## src/rtl/cmd_pkg.sv

```systemverilog
// cmd_pkg: shared definitions for the UART command decoder.
//   - ASCII codes of the recognised command bytes (upper case) plus CR/LF
//   - o_sel encoding (sel_e)
//   - decoder FSM state enum (state_e); echo states are used only when
//     UART_CMD_ECHO_EN is defined
//   - decode_byte(): maps one received byte to an action/select/error record
package cmd_pkg;

  localparam logic [7:0] ASCII_M  = 8'h4D;
  localparam logic [7:0] ASCII_G  = 8'h47;
  localparam logic [7:0] ASCII_C  = 8'h43;
  localparam logic [7:0] ASCII_U  = 8'h55;
  localparam logic [7:0] ASCII_D  = 8'h44;
  localparam logic [7:0] ASCII_0  = 8'h30;
  localparam logic [7:0] ASCII_1  = 8'h31;
  localparam logic [7:0] ASCII_2  = 8'h32;
  localparam logic [7:0] ASCII_3  = 8'h33;
  localparam logic [7:0] ASCII_CR = 8'h0D;
  localparam logic [7:0] ASCII_LF = 8'h0A;

  typedef enum logic [1:0] {
    SEL_NONE = 2'd0,
    SEL_HOUR = 2'd1,
    SEL_MIN  = 2'd2,
    SEL_SEC  = 2'd3
  } sel_e;

  typedef enum logic [1:0] {
    StIdle,
    StDecode,
    StEchoReq,
    StEchoWait
  } state_e;

  typedef enum logic [2:0] {
    ActNone,
    ActMode,
    ActRunStop,
    ActClear,
    ActUp,
    ActDown
  } act_e;

  typedef struct packed {
    act_e act;     // pulse to fire
    logic sel_wr;  // o_sel is rewritten with sel
    sel_e sel;
    logic err;     // unrecognised byte
    logic ignore;  // CR/LF: no pulse, no error, no echo
  } cmd_t;

  function automatic cmd_t decode_byte(input logic [7:0] b);
    logic [7:0] u;
    cmd_t       c;
    // Fold a-z onto A-Z so letter commands are case-insensitive
    u = b;
    if (b >= 8'h61 && b <= 8'h7A) begin
      u = b - 8'h20;
    end
    c = '{act: ActNone, sel_wr: 1'b0, sel: SEL_NONE, err: 1'b0, ignore: 1'b0};
    case (u)
      ASCII_M: begin
        c.act    = ActMode;
        c.sel_wr = 1'b1;
        c.sel    = SEL_NONE;
      end
      ASCII_G:  c.act = ActRunStop;
      ASCII_C:  c.act = ActClear;
      ASCII_U:  c.act = ActUp;
      ASCII_D:  c.act = ActDown;
      ASCII_0: begin
        c.sel_wr = 1'b1;
        c.sel    = SEL_NONE;
      end
      ASCII_1: begin
        c.sel_wr = 1'b1;
        c.sel    = SEL_HOUR;
      end
      ASCII_2: begin
        c.sel_wr = 1'b1;
        c.sel    = SEL_MIN;
      end
      ASCII_3: begin
        c.sel_wr = 1'b1;
        c.sel    = SEL_SEC;
      end
      ASCII_CR, ASCII_LF: c.ignore = 1'b1;
      default:  c.err = 1'b1;
    endcase
    return c;
  endfunction

endpackage

```

## src/rtl/cmd_fifo.sv

```systemverilog
// cmd_fifo: synchronous first-word-fall-through byte FIFO.
//   clk, reset (async, active low)
//   push/wr_data : write request; accepted when not full, or when a pop
//                  happens in the same cycle
//   pop/rd_data  : read request; rd_data shows the head entry while !empty
//   full, empty  : occupancy flags
// FIFO_DEPTH must be a power of two and at least 2.
module cmd_fifo #(
  parameter int unsigned FIFO_DEPTH = 4
) (
  input  logic       clk,
  input  logic       reset,
  input  logic       push,
  input  logic [7:0] wr_data,
  input  logic       pop,
  output logic [7:0] rd_data,
  output logic       full,
  output logic       empty
);

  localparam int unsigned AW = $clog2(FIFO_DEPTH);
  localparam logic [AW:0] CntFull = (AW + 1)'(FIFO_DEPTH);

  logic [7:0]    mem_q [FIFO_DEPTH];
  logic [AW-1:0] wr_ptr_q, rd_ptr_q;
  logic [AW:0]   cnt_q;
  logic          do_push, do_pop;

  assign full    = (cnt_q == CntFull);
  assign empty   = (cnt_q == '0);
  assign do_pop  = pop && !empty;
  // Full is judged after the same-cycle pop, so push+pop while full succeeds
  assign do_push = push && (!full || do_pop);
  assign rd_data = mem_q[rd_ptr_q];

  always_ff @(posedge clk or negedge reset) begin
    if (!reset) begin
      wr_ptr_q <= '0;
      rd_ptr_q <= '0;
      cnt_q    <= '0;
    end else begin
      if (do_push) wr_ptr_q <= wr_ptr_q + 1'b1;
      if (do_pop)  rd_ptr_q <= rd_ptr_q + 1'b1;
      case ({do_push, do_pop})
        2'b10:   cnt_q <= cnt_q + 1'b1;
        2'b01:   cnt_q <= cnt_q - 1'b1;
        default: cnt_q <= cnt_q;
      endcase
    end
  end

  // Storage needs no reset; the pointers define validity
  always_ff @(posedge clk) begin
    if (do_push) mem_q[wr_ptr_q] <= wr_data;
  end

endmodule

```

## src/rtl/uart_cmd_decoder.sv

```systemverilog
// uart_cmd_decoder: buffers bytes from uart_rx and decodes ASCII commands into
// single-cycle control pulses and an edit-field select.
//   clk, reset (async, active low)
//   rx_data/rx_done : received byte and its one-cycle strobe
//   tx_busy         : uart_tx transmitting
//   tx_start/tx_data: echo request and byte (tied to 0 without echo)
//   o_mode_tgl, o_run_stop, o_clear, o_up, o_down : one-cycle action pulses
//   o_sel           : edit field 0 none, 1 hour, 2 min, 3 sec
//   o_err_cnt       : unrecognised bytes, saturating
//   o_drop_cnt      : bytes lost to a full FIFO, saturating
// Define UART_CMD_ECHO_EN to echo every non-CR/LF byte through uart_tx.
module uart_cmd_decoder
  import cmd_pkg::*;
#(
  parameter int unsigned FIFO_DEPTH = 4
) (
  input  logic       clk,
  input  logic       reset,
  input  logic [7:0] rx_data,
  input  logic       rx_done,
  input  logic       tx_busy,
  output logic       tx_start,
  output logic [7:0] tx_data,
  output logic       o_mode_tgl,
  output logic       o_run_stop,
  output logic       o_clear,
  output logic       o_up,
  output logic       o_down,
  output logic [1:0] o_sel,
  output logic [7:0] o_err_cnt,
  output logic [7:0] o_drop_cnt
);

  state_e     state_q, state_d;
  logic [7:0] hold_q;
  logic [7:0] fifo_rd_data;
  logic       fifo_full, fifo_empty, fifo_pop;
  logic       decode_en, drop;
  cmd_t       cmd;

  logic       mode_q, run_q, clear_q, up_q, down_q;
  sel_e       sel_q;
  logic [7:0] err_cnt_q, drop_cnt_q;

  cmd_fifo #(
    .FIFO_DEPTH(FIFO_DEPTH)
  ) u_fifo (
    .clk    (clk),
    .reset  (reset),
    .push   (rx_done),
    .wr_data(rx_data),
    .pop    (fifo_pop),
    .rd_data(fifo_rd_data),
    .full   (fifo_full),
    .empty  (fifo_empty)
  );

  assign cmd  = decode_byte(hold_q);
  assign drop = rx_done && fifo_full && !fifo_pop;

`ifdef UART_CMD_ECHO_EN
  logic echo_start;
  logic seen_busy_q, seen_busy_d;
`else
  logic unused_echo;
  assign unused_echo = ^{tx_busy, cmd.ignore};
`endif

  // State register
  always_ff @(posedge clk or negedge reset) begin
    if (!reset) begin
      state_q <= StIdle;
    end else begin
      state_q <= state_d;
    end
  end

  // Next state
  always_comb begin
    state_d = state_q;
    case (state_q)
      StIdle:   if (!fifo_empty) state_d = StDecode;
`ifdef UART_CMD_ECHO_EN
      StDecode:   state_d = cmd.ignore ? StIdle : StEchoReq;
      StEchoReq:  if (!tx_busy) state_d = StEchoWait;
      StEchoWait: if (seen_busy_q && !tx_busy) state_d = StIdle;
`else
      StDecode: state_d = StIdle;
`endif
      default:  state_d = StIdle;
    endcase
  end

  // FSM outputs
  always_comb begin
    fifo_pop  = 1'b0;
    decode_en = 1'b0;
`ifdef UART_CMD_ECHO_EN
    echo_start = 1'b0;
`endif
    case (state_q)
      StIdle:    fifo_pop = !fifo_empty;
      StDecode:  decode_en = 1'b1;
`ifdef UART_CMD_ECHO_EN
      StEchoReq: echo_start = !tx_busy;
`endif
      default:   ;
    endcase
  end

`ifdef UART_CMD_ECHO_EN
  // Leave ECHO_WAIT only after the transmitter has been seen busy, so a slow
  // tx_busy rise cannot end the echo early
  assign seen_busy_d = (state_q == StEchoWait) && (state_d == StEchoWait) &&
                       (seen_busy_q || tx_busy);

  always_ff @(posedge clk or negedge reset) begin
    if (!reset) begin
      seen_busy_q <= 1'b0;
    end else begin
      seen_busy_q <= seen_busy_d;
    end
  end

  assign tx_start = echo_start;
  assign tx_data  = hold_q;
`else
  assign tx_start = 1'b0;
  assign tx_data  = 8'h00;
`endif

  // Holding register; stays stable through any echo until the next pop
  always_ff @(posedge clk or negedge reset) begin
    if (!reset) begin
      hold_q <= 8'h00;
    end else if (fifo_pop) begin
      hold_q <= fifo_rd_data;
    end
  end

  // Action pulses, field select and counters
  always_ff @(posedge clk or negedge reset) begin
    if (!reset) begin
      mode_q     <= 1'b0;
      run_q      <= 1'b0;
      clear_q    <= 1'b0;
      up_q       <= 1'b0;
      down_q     <= 1'b0;
      sel_q      <= SEL_NONE;
      err_cnt_q  <= 8'h00;
      drop_cnt_q <= 8'h00;
    end else begin
      mode_q  <= decode_en && (cmd.act == ActMode);
      run_q   <= decode_en && (cmd.act == ActRunStop);
      clear_q <= decode_en && (cmd.act == ActClear);
      up_q    <= decode_en && (cmd.act == ActUp);
      down_q  <= decode_en && (cmd.act == ActDown);
      if (decode_en && cmd.sel_wr) begin
        sel_q <= cmd.sel;
      end
      if (decode_en && cmd.err && (err_cnt_q != 8'hFF)) begin
        err_cnt_q <= err_cnt_q + 8'd1;
      end
      if (drop && (drop_cnt_q != 8'hFF)) begin
        drop_cnt_q <= drop_cnt_q + 8'd1;
      end
    end
  end

  assign o_mode_tgl = mode_q;
  assign o_run_stop = run_q;
  assign o_clear    = clear_q;
  assign o_up       = up_q;
  assign o_down     = down_q;
  assign o_sel      = sel_q;
  assign o_err_cnt  = err_cnt_q;
  assign o_drop_cnt = drop_cnt_q;

endmodule
```

## config.mk

```make
export PLATFORM = sky130hd
export DESIGN_NAME = uart_cmd_decoder
export DESIGN_NICKNAME = d
export VERILOG_FILES = /design/src/rtl/cmd_pkg.sv /design/src/rtl/cmd_fifo.sv /design/src/rtl/uart_cmd_decoder.sv
export SDC_FILE = /design/constraint.sdc
export NUM_CORES = 1
export LEC_CHECK = 0
export ABC_AREA = 1
export CAP_MARGIN = 20
export CORE_UTILIZATION = 49
export DETAILED_ROUTE_END_ITERATION = 16
export HOLD_SLACK_MARGIN = 0.06
export PLACE_DENSITY = 0.75
export SLEW_MARGIN = 5
export SYNTH_ARGS = -nofsm -noshare
export SYNTH_HDL_FRONTEND = slang
export SYNTH_SLANG_ARGS = --single-unit
export TNS_END_PERCENT = 100
```

## constraint.sdc

```tcl
create_clock -name clk -period 2.24 [get_ports clk]
set_clock_uncertainty 0.1 [all_clocks]
set_input_delay 0.448 -clock clk [delete_from_list [all_inputs] [get_ports clk]]
set_output_delay 0.448 -clock clk [all_outputs]
set_load 0.03 [all_outputs]
```

==> results of run 1 <==
==> worst min-delay path: stages, from the launching register on <==
cell and delay, ns:
dfrtp_1 0.36, nand2_1 0.06, o31ai_1 0.05
==> area by class of cell <==
cell class	instances	area [um^2]	area share (%)
clock buffer	9	124	3.11
tap	77	96.3	2.42
timing repair buffer	46	425	10.7
multi-input combinational	216	1210	30.3
clock inverter	7	73.8	1.85
inverter	32	120	3.02
sequential	71	1940	48.6
==> registers in the layout (all words and copies together), names as in the netlist <==
register	count
u_fifo.cnt_q	3
state_q	1
u_fifo.mem_q	32
o_up	1
o_drop_cnt	8
o_mode_tgl	1
u_fifo.rd_ptr_q	2
o_clear	1
o_err_cnt	8
o_down	1
hold_q	8
o_sel	2
u_fifo.wr_ptr_q	2
o_run_stop	1
==> how the worst max path moves through the flow <==
stage / slack [ns] / to / start
after floorplan: 0.05 / u_fifo.cnt_q[2] / u_fifo.cnt_q[0]
after global placement: 0.07 / u_fifo.cnt_q[2] / rx_done
after detailed placement: 0.01 / u_fifo.cnt_q[2] / rx_done
after CTS: 0.12 / u_fifo.cnt_q[2] / u_fifo.cnt_q[0]
after global routing: -0.0003 / o_err_cnt[3] / hold_q[2]
final: 0.15 / o_err_cnt[2] / o_err_cnt[2]
==> synthesized netlist by cell type (all sizes together) <==
library cell	count	area share, %
clkbuf	4	0.46
ha	8	3.0
mux2	1	0.34
xnor2	5	1.3
o22ai	8	1.5
o31ai	2	0.46
inv	32	3.6
nand2	53	6.3
nand3b	1	0.23
conb	1	0.11
buf	9	2.0
nand3	22	4.0
xor2	13	3.5
nor2	43	5.4
o21ai	29	4.5
fa	1	0.61
a21oi	5	0.87
dfrtp	39	30
nor3	5	0.76
edfxtp	32	29
nor4	1	0.19
nand4	10	1.9
==> routing by layer <==
metal	vias up	routed length (um)	GRT usage (%)
li1	1176	-	-
met1	1081	2600	22.9
met5	-	0	0
met2	69	2760	27.4
met3	15	285	5.44
met4	0	127	8.15
==> logic make-up (layout without fill, tap and decap cells) <==
group / Yosys count / in the layout / share of synthesized area [%]
AND/OR/NAND/NOR: 135 / 135 / 18.9
flip-flops: 71 / 71 / 58.7
buffers and inverters: 45 / 94 / 6.15
AO/OA/AOI/OAI: 44 / 44 / 7.36
XOR/XNOR: 18 / 18 / 4.78
adder cells (fa/ha/maj): 9 / 9 / 3.64
other: 1 / 9 / 0.114
multiplexers: 1 / 1 / 0.342
==> timing repair <==
action / in CTS / in global routing
gates resized for setup: 0 / 4
hold endpoints to repair: 19 / 0
endpoints found under the setup margin: 0 / 9
hold buffers: 1 / 0
buffers inserted: 0 / 3
==> power breakdown <==
part           internal [mW]  switching (mW)
logic                  0.750            1.23
clock network          0.515           0.490
registers               1.72           0.284
total                   2.98            2.00
==> qor.txt, run 1 <==
Outcome - finished with violations
Failing checks - DRC
Initial Util - 51.3%
Crit path capture type - output pin
H-tree Lvls - 3
Achievable Freq - 0.479 GHz
Hold path start - o_sel[0]
CP top delay family - buffers and inverters
# diodes - 0
Vias in the first global route - 2111
Sequential fraction of the synthesis area - 58.7%
Crit share post-route - 93.2%
Dpl cell area - 3740 um^2
Total number of vias - 2341
Avg Cell Area, Syn - 10.2 um^2
Pre-antenna DRT Iters - 11
Worst R2R Setup Slack - 0.19 ns
Final Slew Violations - 0
Cells after Synth - 324
Global-route wire length before repair - 9560 um
Leading cell type in the layout, fill and taps excluded - nand2_1
PwrDens - 1250 nW/um^2
DP Wirelength - 3860 um
Root buffer cell - clkbuf_8
Yosys warns - 0
Cell depth of the worst setup path - 1
WP data required - 1.69 ns
CTS tree - done
Fill cells - 518
Min-delay worst type - flop to flop
CP max stage cell - clkdlybuf4s50_1
Finished Cell Area - 3980 um^2
Startpoint Class - flop
GRT Total Usage - 17.7%
Area Overhead vs Synth - 20.8%
GP Congestion - 0.797
Clk_lat worst skew - 0.35 ns
CP Max Fanout - 7
Post-layout util - 62.0%
Maximum vdd drop - 708 uV
P_leak - 1.74 nW
Worst Slack Setup Final - 0.151 ns
Hold path depth - 2
Most frequent cells in the layout - nand2_1 (49), dfrtp_1 (39), nor2_1 (38), clkdlybuf4s50_1 (32), edfxtp_1 (32)
Critical Path AT - 1.54 ns
Worst R2R Path Depth - 12
Clock-pin slew on the worst setup and hold paths - 0.08 ns
DR DRC count - 8
Die Span X - 84.0 um
Setup_tns - 0 ns
Remaining antenna violation count - 0
Tot Pwr - 4.99 mW
Worst hold margin - 0.406 ns
FP Rows - 29
Cts bufs inserted - 9
Yosys cell types - 30
Sink Count - 71
Worst Setup Slack post-DPL - 0.0103 ns
RR Startpoint - hold_q[4]
Core area - 6420 um^2
Clk buf depth - 2
I/O pin total - 44
Buf/Inv on CP - 1
Cell Chain, Critical Path - clkdlybuf4s50_1
Antenna violations before repair - 0
Max Cap Violations - 0
Final hold violation count - 0
PortBufs - 33
Max incr delay on CP - 0.71 ns
Hold Path Sink - o_sel[0]
RR Endpoint - o_err_cnt[4]
Cells after DPL - 438
Final Critical Period - 2.09 ns
DR vias/cell - 5.11
Setup-failing EPs final - 0
Die Footprint - 7060 um^2
Fraction of layout cells with a size suffix above 1 - 12.6%
Grt ovf - 0
Final Net Count - 397
Synthesized flop and latch total - 71
Drt total wl - 5770 um
Layout Cells excl Fill - 458
Largest net degree at the start of global routing - 22
Critical path type - flop to output pin
1st-iter DRT viols - 88
Mapped Area - 3300 um^2
Routed WL per cell - 12.6 um
Die Height - 84.0 um
Note: power is estimated with default switching activity, not from simulation.
==> run 2, diff against run 1 <==
--- a/config.mk
+++ b/config.mk
@@ -7,7 +7,9 @@
 export LEC_CHECK = 0
 export ABC_AREA = 1
 export CAP_MARGIN = 20
+export CORE_ASPECT_RATIO = 0.75
 export CORE_UTILIZATION = 49
+export CTS_BUF_LIST = sky130_fd_sc_hd__clkbuf_16
 export DETAILED_ROUTE_END_ITERATION = 16
 export HOLD_SLACK_MARGIN = 0.06
 export PLACE_DENSITY = 0.75
==> run 2 against run 1 <==
Effect of this change: the run now ends clean; combinational power grew 3%; register-to-register slack got worse by 0.09 ns; final cell count is 0.87% higher; first-iteration DRC count rose by 77%; largest cell class unchanged.
==> qor.txt, run 2 (synthesized netlist as in run 1, its figures left out) <==
Sink Count - 71 (unchanged)
DR DRC count - 0 (was 8)
Remaining antenna violation count - 0 (unchanged)
Fraction of layout cells with a size suffix above 1 - 13.4% (was 12.6%)
Achievable Freq - 0.468 GHz (was 0.479 GHz)
Setup-failing EPs final - 0 (unchanged)
Clk buf depth - 2 (unchanged)
Root buffer cell - clkbuf_16 (was clkbuf_8)
Largest net degree at the start of global routing - 40 (was 22)
Worst Slack Setup Final - 0.105 ns (was 0.151 ns)
Dpl cell area - 3740 um^2 (about the same)
Clock-pin slew on the worst setup and hold paths - 0.06 ns (was 0.08 ns)
WP data required - 2.35 ns (was 1.69 ns)
CP Max Fanout - 6 (was 7)
Crit path capture type - flop (was output pin)
Total number of vias - 2379 (was 2341)
Finished Cell Area - 4110 um^2 (was 3980 um^2)
Critical path type - flop to flop (was flop to output pin)
Startpoint Class - flop (unchanged)
CP top delay family - simple AND/OR/NAND/NOR gates (was buffers and inverters)
Max incr delay on CP - 0.39 ns (was 0.71 ns)
P_leak - 1.79 nW (was 1.74 nW)
Cell depth of the worst setup path - 14 (was 1)
Leading cell type in the layout, fill and taps excluded - nand2_1 (unchanged)
Drt total wl - 6270 um (was 5770 um)
RR Startpoint - hold_q[0] (was hold_q[4])
GRT Total Usage - 18.9% (was 17.7%)
1st-iter DRT viols - 156 (was 88)
Worst Setup Slack post-DPL - 0.0190 ns (was 0.0103 ns)
Final Critical Period - 2.14 ns (was 2.09 ns)
Routed WL per cell - 13.6 um (was 12.6 um)
Maximum vdd drop - 759 uV (was 708 uV)
Critical Path AT - 2.24 ns (was 1.54 ns)
Most frequent cells in the layout - nand2_1 (49), nor2_1 (39), dfrtp_1 (37), clkdlybuf4s50_1 (32), edfxtp_1 (32) (was nand2_1 (49), dfrtp_1 (39), nor2_1 (38), clkdlybuf4s50_1 (32), edfxtp_1 (32))
Initial Util - 51.4% (was 51.3%)
Clk_lat worst skew - 0.32 ns (was 0.35 ns)
Grt ovf - 0 (unchanged)
PwrDens - 1350 nW/um^2 (was 1250 nW/um^2)
Core area - 6410 um^2 (was 6420 um^2)
CTS tree - done (unchanged)
Antenna violations before repair - 0 (unchanged)
I/O pin total - 44 (unchanged)
Crit share post-route - 95.3% (was 93.2%)
Buf/Inv on CP - 2 (was 1)
Max reg flops - 32 (unchanged)
DR vias/cell - 5.15 (was 5.11)
PortBufs - 33 (unchanged)
Cell Chain, Critical Path - buf_4, nor2_1, nand2_1, nand3_1, nand2_2, nand3_1, nand2_1, nor2_4, nand3_1, nand2_1, nor2_4, buf_4, nand4_1, nand2_1 (was clkdlybuf4s50_1)
CP max stage cell - dfrtp_1 (was clkdlybuf4s50_1)
Max Cap Violations - 0 (unchanged)
H-tree Lvls - 3 (unchanged)
FP Rows - 25 (was 29)
Final Net Count - 397 (unchanged)
Fill cells - 477 (was 518)
Hold-fix buffers, CTS - 0 (was 1)
Die Span X - 96.7 um (was 84.0 um)
Area Overhead vs Synth - 24.7% (was 20.8%)
Final Slew Violations - 0 (unchanged)
GP Congestion - 0.765 (was 0.797)
Die Footprint - 7060 um^2 (about the same)
Vias in the first global route - 2238 (was 2111)
Worst R2R Path Depth - 14 (was 12)
Pre-antenna DRT Iters - 4 (was 11)
# diodes - 0 (unchanged)
DP Wirelength - 4220 um (was 3860 um)
Largest Register - u_fifo.mem_q (unchanged)
Final hold violation count - 0 (unchanged)
CP dominant cell by count - nand2_1
Tot Pwr - 5.54 mW (was 4.99 mW)
Global-route wire length before repair - 10400 um (was 9560 um)
Cts bufs inserted - 9 (unchanged)
Die Height - 73.0 um (was 84.0 um)
Outcome - completed (was finished with violations)
Worst setup startpoint - hold_q[0] (was o_err_cnt[2])
Min-delay worst type - primary input to asynchronous set/reset pin (was flop to flop)
## run 2: changes by cell type in the layout (fill, tap and decap cells not counted), moves of 2 or more
cell | before | now
clkbuf_8 | 9 | 0
dfrtp_2 | 0 | 2
clkbuf_16 | 0 | 9
dfrtp_1 | 39 | 37
clkinv_4 | 3 | 1
## run 2: through the flow
step	cells	setup TNS, ns	utilization (%)	hold slack [ns]
3_3_place_gp	442	0	58.4	0.378
3_5_place_dp	442	0	58.4	0.391
4_1_cts	458	0	63.2	0.0849
5_1_grt	462	-0.339	64.1	0.110
2_1_floorplan	332	0	-	0.0524
6_report	462	0	64.1	0.0659
## run 2: area by class of cell
class	count	area, um^2	area share [%]
sequential	71	1940	47.2
multi-input combinational	216	1220	29.6
timing repair buffer	46	423	10.3
clock buffer	9	225	5.48
inverter	32	120	2.92
tap	81	101	2.46
clock inverter	7	87.6	2.13
## run 2: report_power, final
part	switching, mW	total (mW)	internal [mW]
logic	1.29	2.04	0.756
clock network	0.513	1.48	0.965
registers	0.288	2.01	1.73
## run 2: timing repair
action	in CTS	in global routing
buffers inserted	0	4
gates resized for setup	0	9
setup endpoints to repair	0	10
## run 2: final timing paths
kind                                      to  slack, ns
worst max register to register  o_err_cnt[2]       0.10
worst max-delay path            o_err_cnt[2]       0.10
worst min register to register      o_sel[0]       0.39
worst min-delay path              o_mode_tgl       0.07
min in group clk                    o_sel[0]       0.39
max in group asynchronous          hold_q[4]       1.60
## run 2: worst register-to-register path, delay by kind of cell (launching register included)
family / cells / cell delay [ns]
and+or+nand+nor: 12 / 1.22
buffers and inverters: 2 / 0.30
DFF: 1 / 0.39
## run 2: metal layers
metal | vias to the layer above | share of wire (%) | GRT usage [%]
met5 | - | 0 | 0
met4 | 0 | 1.1 | 4.98
met3 | 7 | 4.3 | 5.84
met2 | 57 | 48 | 32.0
met1 | 1133 | 46 | 23.9
li1 | 1182 | - | -
